**src/rtl/shift_pipe.sv**
```systemverilog
// shift_pipe: pipelined barrel shifter supporting SLL, SRL, SRA and ROR.
// Operand capture stage p0 is followed by SHAMT_W shift stages. Shift stage k
// moves the word by 2^k when the current low shamt bit is set, then passes the
// remaining shamt bits down. The pipe advances as one unit under a single
// enable, so stalls freeze every entry (including bubbles) in place.
module shift_pipe #(
   parameter  int WIDTH   = 32,
   localparam int SHAMT_W = $clog2(WIDTH)
) (
   input  logic               clock,
   input  logic               reset,
   input  logic               in_valid,
   output logic               in_ready,
   input  logic [WIDTH-1:0]   in_data,
   input  logic [SHAMT_W-1:0] in_shamt,
   input  logic [1:0]         in_op,
   output logic               out_valid,
   input  logic               out_ready,
   output logic [WIDTH-1:0]   out_data,
   output logic               out_zero
);

   localparam logic [1:0] OP_SLL = 2'b00;
   localparam logic [1:0] OP_SRL = 2'b01;
   localparam logic [1:0] OP_SRA = 2'b10;

   // Index 0 is the capture register; indices 1..SHAMT_W-1 hold partially
   // shifted words. The last stage lives in data_out_p/zero_p because it must
   // carry a defined reset value.
   logic [WIDTH-1:0]   data_p  [SHAMT_W];
   logic [SHAMT_W-1:0] shamt_p [SHAMT_W];
   logic [1:0]         op_p    [SHAMT_W];
   logic               sign_p  [SHAMT_W];
   logic               vld_p   [SHAMT_W+1];
   logic [WIDTH-1:0]   shift_c [SHAMT_W];
   logic [WIDTH-1:0]   data_out_p;
   logic               zero_p;
   logic               adv;

   // One fixed-distance step. SRA fill comes from the sign bit captured at
   // accept, so intermediate stages never need to look at their own MSB.
   function automatic logic [WIDTH-1:0] shift_step(
      input logic [WIDTH-1:0] d,
      input int               amt,
      input logic [1:0]       op,
      input logic             sign
   );
      logic [WIDTH-1:0] fill;
      fill = sign ? ~({WIDTH{1'b1}} >> amt) : '0;
      case (op)
         OP_SLL:  shift_step = d << amt;
         OP_SRL:  shift_step = d >> amt;
         OP_SRA:  shift_step = (d >> amt) | fill;
         default: shift_step = (d >> amt) | (d << (WIDTH - amt));
      endcase
   endfunction

   // Whole-pipe advance: move unless a finished result is waiting on the consumer.
   assign adv       = !vld_p[SHAMT_W] || out_ready;
   assign in_ready  = adv;
   assign out_valid = vld_p[SHAMT_W];
   assign out_data  = data_out_p;
   assign out_zero  = zero_p;

   // Per-stage shifter: stage k consumes bit 0 of its remaining shamt.
   always_comb begin
      for (int k = 0; k < SHAMT_W; k++) begin
         shift_c[k] = shamt_p[k][0] ? shift_step(data_p[k], 1 << k, op_p[k], sign_p[k])
                                    : data_p[k];
      end
   end

   // Control and output stage: valid bits and the visible result are cleared
   // asynchronously so in-flight operands are dropped, never emitted.
   always_ff @(posedge clock or posedge reset) begin
      if (reset) begin
         for (int k = 0; k <= SHAMT_W; k++) begin
            vld_p[k] <= 1'b0;
         end
         data_out_p <= '0;
         zero_p     <= 1'b0;
      end else if (adv) begin
         vld_p[0] <= in_valid;
         for (int k = 1; k <= SHAMT_W; k++) begin
            vld_p[k] <= vld_p[k-1];
         end
         data_out_p <= shift_c[SHAMT_W-1];
         zero_p     <= (shift_c[SHAMT_W-1] == '0);
      end
   end

   // Datapath stages p0..p(SHAMT_W-1): no reset, bubble contents are don't-care.
   always_ff @(posedge clock) begin
      if (adv) begin
         data_p[0]  <= in_data;
         shamt_p[0] <= in_shamt;
         op_p[0]    <= in_op;
         sign_p[0]  <= in_data[WIDTH-1];
         for (int k = 1; k < SHAMT_W; k++) begin
            data_p[k]  <= shift_c[k-1];
            shamt_p[k] <= shamt_p[k-1] >> 1;
            op_p[k]    <= op_p[k-1];
            sign_p[k]  <= sign_p[k-1];
         end
      end
   end

endmodule

```
**config.mk**
```make
export PLATFORM = sky130hd
export DESIGN_NAME = shift_pipe
export DESIGN_NICKNAME = d
export VERILOG_FILES = /design/src/rtl/shift_pipe.sv
export SDC_FILE = /design/constraint.sdc
export NUM_CORES = 1
export LEC_CHECK = 0
export CORE_MARGIN = 2
export CORE_UTILIZATION = 58
export DETAILED_ROUTE_END_ITERATION = 6
export MAX_ROUTING_LAYER = met4
export PLACE_DENSITY = 0.91
export SETUP_SLACK_MARGIN = 0.5
export SLEW_MARGIN = 20
export SYNTH_ARGS = -nofsm -noshare
export SYNTH_HDL_FRONTEND = slang
export SYNTH_SLANG_ARGS = --single-unit
```
**constraint.sdc**
```tcl
create_clock -name clock -period 11.15 [get_ports clock]
set_input_delay 2.23 -clock clock [delete_from_list [all_inputs] [get_ports clock]]
set_output_delay 2.23 -clock clock [all_outputs]
set_load 0.03 [all_outputs]
```
[Word-level counts from Yosys, hierarchy flattened]
Memories as Yosys holds them, arrays and structs flattened.
Index checks and enable logic that the tools add are counted.
Storage, ports and cells
  flip-flop bits (word level): 39
  memory bits (writable): 200
  input bits: 43
  logic and storage cells: 57
  memories kept: 4
Memory list
  data_p: words 5, width 32, rd ports 5, clocked after memory_dff 0, write ports 5, RTL line 30  | logic [WIDTH-1:0] data_p [SHAMT_W];
  shamt_p: words 5, width 5, rd ports 5, clocked after memory_dff 0, write ports 5, RTL line 31  | logic [SHAMT_W-1:0] shamt_p [SHAMT_W];
  op_p: words 5, width 2, rd ports 5, clocked after memory_dff 0, write ports 5, RTL line 32  | logic [1:0] op_p [SHAMT_W];
  sign_p: words 5, width 1, rd ports 5, clocked after memory_dff 0, write ports 5, RTL line 33  | logic sign_p [SHAMT_W];
Cells by class
  equal/unequal tests: 10
  multiplexer cells: 17
  bitwise gates (word level): 10
  reduce and logical (&&, ||, !) cells: 8
Operators by type and width (number)
  $pmux 32 s3: 5
  $mux 32: 10
  $or 16x32->32: 2
  $or 24x32->32: 2
  $or 28x32->32: 2
  $or 30x32->32: 2
  $or 31x32->32: 2
  $logic_not 32->1: 1
  $eq 2x1->1 const B: 5
  $eq 2x2->1 const B: 5
  $logic_not 2->1: 5
  $mux 1: 2
  $logic_not 1->1: 1
  $logic_or 1x1->1: 1

[Logic depth before layout (Yosys ltp)]
Gate-level depths: netlist of the first run.
An unclocked memory read counts as a cell.
  depth after elaboration: 6
  gate-level depth with buffers: 6

[Least setup slack after synthesis of the first run]
Ideal clock, no wire load.
  path type: input to output
  from: in out_ready
  to: out in_ready
  arrival: 8.050 ns
  data required time: 8.920 ns
  setup slack: 0.870 ns
  stages on the path: 4
  path buffers: 2
  path through: nor2b_1 -> clkbuf_1 -> clkinv_1 -> clkbuf_1
On the way
  word-level cells in the longest chain between the ends: 1
RTL lines
  from (decl): RTL line 18  | input logic out_ready,
  $logic_or 1x1->1: RTL line 59  | assign adv = !vld_p[SHAMT_W] || out_ready;
  to (decl): RTL line 13  | output logic in_ready,
Every way passes these cells.

[Worst setup path after layout of the first run]
Same ends and word-level chain as after synthesis.

==> metrics.txt, run 1 <==
status=completed; CTS tree=yes; Wirelength per Cell=between 15 and 20 um; I/O Buffers=77; total track usage=0.224; initial antenna violation count=0; ys async rst share=0.171; Final ANT Viol Nets=0; Chip Width=approximately 140 um; Max Buffers Root-to-Sink=3; first-pass GRT wire length=around 32000 um; Leak=4.54 nW; WS Path Type=in2out; Clock Pin Slew Worst Setup and Hold Paths=~0.060 ns; clock network power share=0.195; final hold violation count=0; fin crit period=~6.6 ns; final core utilization=0.689; Net Count, Synth=approximately 930; dominant synthesized flop cell=edfxtp_1; crit path max-delay cell type=clkdlybuf4s50_1; #FFs+latches synth=between 200 and 250; CP dominant cell by count=clkdlybuf4s50_1; Starting Density=0.593; DRC Markers=0; Worst Tran Pin Value=1.16 ns; final setup fails=0; postcts setup bufs=0; H-tree depth=1; # hold bufs at CTS=0; Setup crit end kind=primary output; Avg Cell Area, Syn=about 12 um2; cell family with most CP delay=buffers and inverters; post-CTS resize count=0; average via count per standard cell=5.81; P_sw=1.36 mW; HPWL after DPL=approximately 13000 um; Cell Chain, Critical Path=clkdlybuf4s50_1, nor2b_2, buf_4, inv_8, clkdlybuf4s50_1; die height=between 100 and 150 um; Inserted Clock Buffers=23; most common library cell in the layout ignoring fill and taps=edfxtp_1; Post-Syn Area=approximately 10000 um2; YS warnings=0; Initial DRT Pass Iterations=5; Diodes inserted=0; CP Max Fanout=99; power per cell area=312 nW/um2; P_int=around 2.4 mW; CP bufs+invs=4; Sink Count=between 200 and 250; Post-Route WL=approximately 20000 um; Root Buffer Master=clkbuf_16; Switching Share=0.365; FILL cells=between 1000 and 1500; Worst setup SP type=input port; commonest cells after routing, fill and taps aside=189 x edfxtp_1, 147 x nor2_1, 117 x a21oi_1; max incr delay on CP=~0.8 ns; critical path arrival=between 4 and 5 ns; RSZ-0062 raised after global routing=no; f_max=0.152 GHz; routed via count=between 6000 and 7000; Worst slew margin=0.226; Cells after Synth=886; EDFF count, synth=189; layout cells sized above 1=0.0648; Clock Skews=between 0.015 and 0.02 ns; Max Transition Viols Final=0; gpl congestion=between 0.8 and 0.9; sequential share of power=0.462; Logic pwr share=0.343; Data required, critical path=~8.9 ns; Ports=78; area grow syn2layout=16.1%; largest net degree at the start of global routing=100; max-cap violation count=0; library cells used by synthesis=35; register area share after synthesis=0.646; Starting DRT DRC Count=around 660; core area=between 15000 and 20000 um2; Final Cycle Share=0.592; vias in the first global route=approximately 6500; Final #Nets=about 980; Clk Latency, worst-skew pair=0.50 ns; GRT overflow=0; die footprint=~19000 um2; row count=between 40 and 50; setup TNS=0 ns; HP Class=reg2reg; peak supply drop=between 0.00015 and 0.0002 V
## layer usage
metal | global-route usage | share of wire | up-vias | wire length [um]
met5 | - | 0 | - | 0
met4 | 0.0905 | 0.036 | 0 | 721
met3 | 0.0280 | 0.047 | 52 | 956
met2 | 0.399 | 0.52 | 263 | 10600
met1 | 0.259 | 0.39 | 3216 | 7970
li1 | - | - | 3336 | -
## cell families after synthesis
family	after synthesis	synth area share
muxes	101	0.0985
AOI/OAI and AO/OA	189	0.110
xor gates and xnor gates	2	0.00170
DFF	228	0.646
and+or+nand+nor	282	0.112
buffers and inverters	84	0.0321
## synth_stat cells, types with 2 or more instances
| library cell | number | area [um2] |
|---|---|---|
| nand2_1 | 91 | 342 |
| a31oi_1 | 2 | 12.5 |
| edfxtp_1 | 189 | 5680 |
| buf_2 | 12 | 60.1 |
| nor4_1 | 8 | 50.1 |
| nand3_1 | 8 | 40.0 |
| nor2_1 | 151 | 567 |
| mux2i_1 | 98 | 981 |
| o211ai_1 | 8 | 60.1 |
| o22ai_1 | 15 | 93.8 |
| inv_1 | 25 | 93.8 |
| o21ai_0 | 6 | 30.0 |
| nand2b_1 | 4 | 25.0 |
| a311o_1 | 4 | 40.0 |
| a221oi_1 | 16 | 140 |
| dfrtp_1 | 39 | 976 |
| a22oi_1 | 16 | 120 |
| nand4_1 | 3 | 18.8 |
| clkbuf_1 | 41 | 154 |
| or2_2 | 7 | 43.8 |
| a21oi_1 | 117 | 586 |
| mux2_2 | 3 | 33.8 |
| buf_1 | 5 | 18.8 |
| nor2b_1 | 7 | 43.8 |
## layout make-up
class	count	area (um2)	area share
flip-flops and latches	228	6650	0.556
multi-input cells	574	3340	0.279
repair buffers	88	853	0.0714
clock buffers	35	672	0.0562
well taps	225	282	0.0235
inverters	26	105	0.00879
clock inverters	6	55.1	0.00460
## worst reg2reg max path, cell delays in order (launching register included)
cell and delay, ns:
edfxtp_1 0.32, buf_4 0.27, inv_1 0.37, nor2_1 1.00
a21oi_1 0.19, nand4_1 0.17, o31ai_2 0.08
## through the flow
step	power (mW)	setup WS, ns	hold slack (ns)	cells	instance area, um2
final	3.73	4.55	0.419	1182	12000
after global routing	3.95	4.45	0.430	1182	12000
after CTS	3.73	4.56	0.421	1182	12000
after detailed placement	2.98	4.57	0.406	1141	11200
after global placement	2.92	4.58	0.401	1141	11200
after floorplan	2.60	0.870	0.400	886	10300
## registers in the layout, indices dropped and copies added, names as in the netlist
register,cells
shamt_p,15
out_data,32
data_p,160
out_zero,1
out_valid,1
op_p,10
sign_p,4
vld_p,5
## power by group through the flow
stage | Combinational [mW] | Clock [mW] | Sequential, mW
2_1_floorplan | 0.820 | 0 | 1.78
3_3_place_gp | 1.20 | 0 | 1.71
3_5_place_dp | 1.25 | 0 | 1.73
4_1_cts | 1.27 | 0.740 | 1.72
5_1_grt | 1.41 | 0.775 | 1.76
6_report | 1.28 | 0.728 | 1.72
## path summary, 6_finish.rpt
kind	cells past startpoint	slack [ns]	from	to
setup / recovery	5	4.55	out_ready	in_ready
hold / removal	0	0.42	shamt_p[0][3]	shamt_p[0][7]
setup reg to reg	6	8.63	shamt_p[0][20]	out_zero
hold reg to reg	0	0.42	shamt_p[0][3]	shamt_p[0][7]
max in group asynchronous	3	8.67	reset	out_data[28]
min in group asynchronous	3	2.16	reset	vld_p[4]
No activity file was read; power rests on OpenSTA's default activity.
==> run 2: changes to the inputs <==
CORE_UTILIZATION = 53   (was 58)
PLACE_DENSITY = 0.88   (was 0.91)
clock period = 5.55 ns   (was 11.15 ns; I/O delays follow)
==> run 2 against run 1 <==
- utilization shrank 5.0 points
- cell count grew 3.1%
- flip-flop and latch count stayed put
- sequential share of layout area decreased by 0.52 points
- die area up 9.1%
- first-iteration DRC count is 52% lower
- count of clock-buffer cells in the layout shrank 4
- global-route usage decreased by 2.7 points
- via count shrank 2.5%
- clock skew shrank 0.00063 ns
- clock power up 110%
- largest cell class unchanged
==> metrics.txt, run 2 (same netlist as run 1, synthesis figures left out) <==
post-CTS resize count=0; CTS tree=yes; HP Class=reg2reg; fin crit period=~3.7 ns; row count=50; postcts setup bufs=0; Diodes inserted=0; setup TNS=0 ns; Inserted Clock Buffers=24; cell family with most CP delay=buffers and inverters; DP Worst Slack=about 1.8 ns; layout cells sized above 1=0.0719; die height=roughly 140 um; worst min-delay path startpoint=shamt_p[0][1]; max-cap violation count=0; Final Cycle Share=0.667; initial antenna violation count=0; Wirelength per Cell=15.7 um; CP dominant cell by count=clkdlybuf4s50_1; Post-Route WL=between 15000 and 20000 um; Initial DRT Pass Iterations=5; r2r endpoint=out_zero; most common library cell in the layout ignoring fill and taps=edfxtp_1; first-pass GRT wire length=approximately 32000 um; Final ANT Viol Nets=0; Worst Tran Pin Value=slightly above 1 ns; worst hold path depth=0; FILL cells=1390; Starting DRT DRC Count=approximately 320; f_max=around 0.27 GHz; Worst setup SP type=input port; gpl congestion=around 0.87; register area=about 6700 um2; routed via count=6694; total power=approximately 7.5 mW; Starting Density=0.545; Sink Count=~230; average via count per standard cell=~5.5; commonest cells after routing, fill and taps aside=189 x edfxtp_1, 146 x nor2_1, 117 x a21oi_1; I/O Buffers=77; # hold bufs at CTS=0; crit path max-delay cell type=clkdlybuf4s50_1; final hold violation count=0; Worst slew margin=0.310; Cell Chain, Critical Path=clkdlybuf4s50_1, nor2b_2, inv_8, clkdlybuf4s50_1; core area=approximately 19000 um2; Max Buffers Root-to-Sink=3; Leak=4.57 nW; largest net degree at the start of global routing=~190; Clock Skews=0.0149 ns; Worst Slack Setup Final=approximately 1.8 ns; max incr delay on CP=between 0.7 and 0.8 ns; vias in the first global route=around 6500; WS Path Type=in2out; status=completed; FF-to-FF setup slack=approximately 2.8 ns; CP Max Fanout=34; total track usage=0.198; DRC Markers=0; Data required, critical path=4.44 ns; worst r2r src=shamt_p[0][20]; RSZ-0062 raised after global routing=no; peak supply drop=approximately 0.00033 V; Clk Latency, worst-skew pair=around 0.52 ns; Min-Delay Endpoint=shamt_p[0][5]; Ports=~80; die footprint=between 20000 and 25000 um2; CP bufs+invs=3; Chip Width=143 um; Clock Pin Slew Worst Setup and Hold Paths=around 0.060 ns; Root Buffer Master=clkbuf_16; GRT overflow=0; Final #Nets=984; final core utilization=0.639; R2R cell count=5; HPWL after DPL=around 13000 um; H-tree depth=1; Hold Slack=0.423 ns; Setup crit end kind=primary output; max reg flops=between 150 and 200; critical path arrival=around 2.6 ns; power per cell area=624 nW/um2; Max Transition Viols Final=0; area of the multi-input gates=roughly 3300 um2; Top reg by flops=data_p; final setup fails=0; area grow syn2layout=17.2%
run 2: changes by cell type in the layout (fill, tap and decap cells not counted), moves of 2 or more:
cell / before / now
clkinv_2: 5 / 7
inv_6: 0 / 2
buf_4: 11 / 8
clkbuf_1: 8 / 3
buf_12: 0 / 2
clkbuf_8: 3 / 1
clkbuf_4: 0 / 2
run 2: how the worst max path moves through the flow:
| stage | slack [ns] | from | endpoint | cells past startpoint |
|---|---|---|---|---|
| CTS | 1.83 | out_ready | in_ready | 4 |
| global route | 1.78 | out_ready | in_ready | 4 |
| finish | 1.85 | out_ready | in_ready | 4 |
| detailed placement | 1.84 | out_ready | in_ready | 4 |
| floorplan | 1.53 | out_ready | in_ready | 4 |
| global placement | 1.84 | out_ready | in_ready | 4 |
run 2: worst register-to-register path: stages (launching register included):
cell      delay, ns
edfxtp_1       0.94
inv_1          0.58
nor2_2         0.73
a21oi_1        0.17
nand4_1        0.14
o31ai_2        0.08
run 2: per-layer routing:
metal / vias to the layer above / wire length, um / global-route usage
met5: - / 0 / -
met4: 0 / 694 / 0.0836
met3: 50 / 1030 / 0.0323
met2: 228 / 9890 / 0.347
met1: 3074 / 7470 / 0.225
li1: 3342 / - / -
run 2: final cells by class:
type	count	share of cell area
Sequential cell	228	0.551
Multi-Input combinational cell	574	0.277
Timing Repair Buffer	87	0.0722
Clock buffer	31	0.0552
Tap cell	260	0.0270
Clock inverter	13	0.00912
Inverter	26	0.00871
run 2: report_power, final:
part           switching (mW)  internal, mW  leakage (nW)
Combinational            1.49          1.02          1.82
Clock                   0.629         0.900         0.387
Sequential              0.615          2.88          2.36
run 2: per-stage QoR:
| step | std cells | cell area (um2) |
|---|---|---|
| final | 1219 | 12100 |
| after global routing | 1219 | 12100 |
| after global placement | 1174 | 11300 |
| after detailed placement | 1174 | 11300 |
| after floorplan | 886 | 10300 |
| after CTS | 1218 | 12000 |
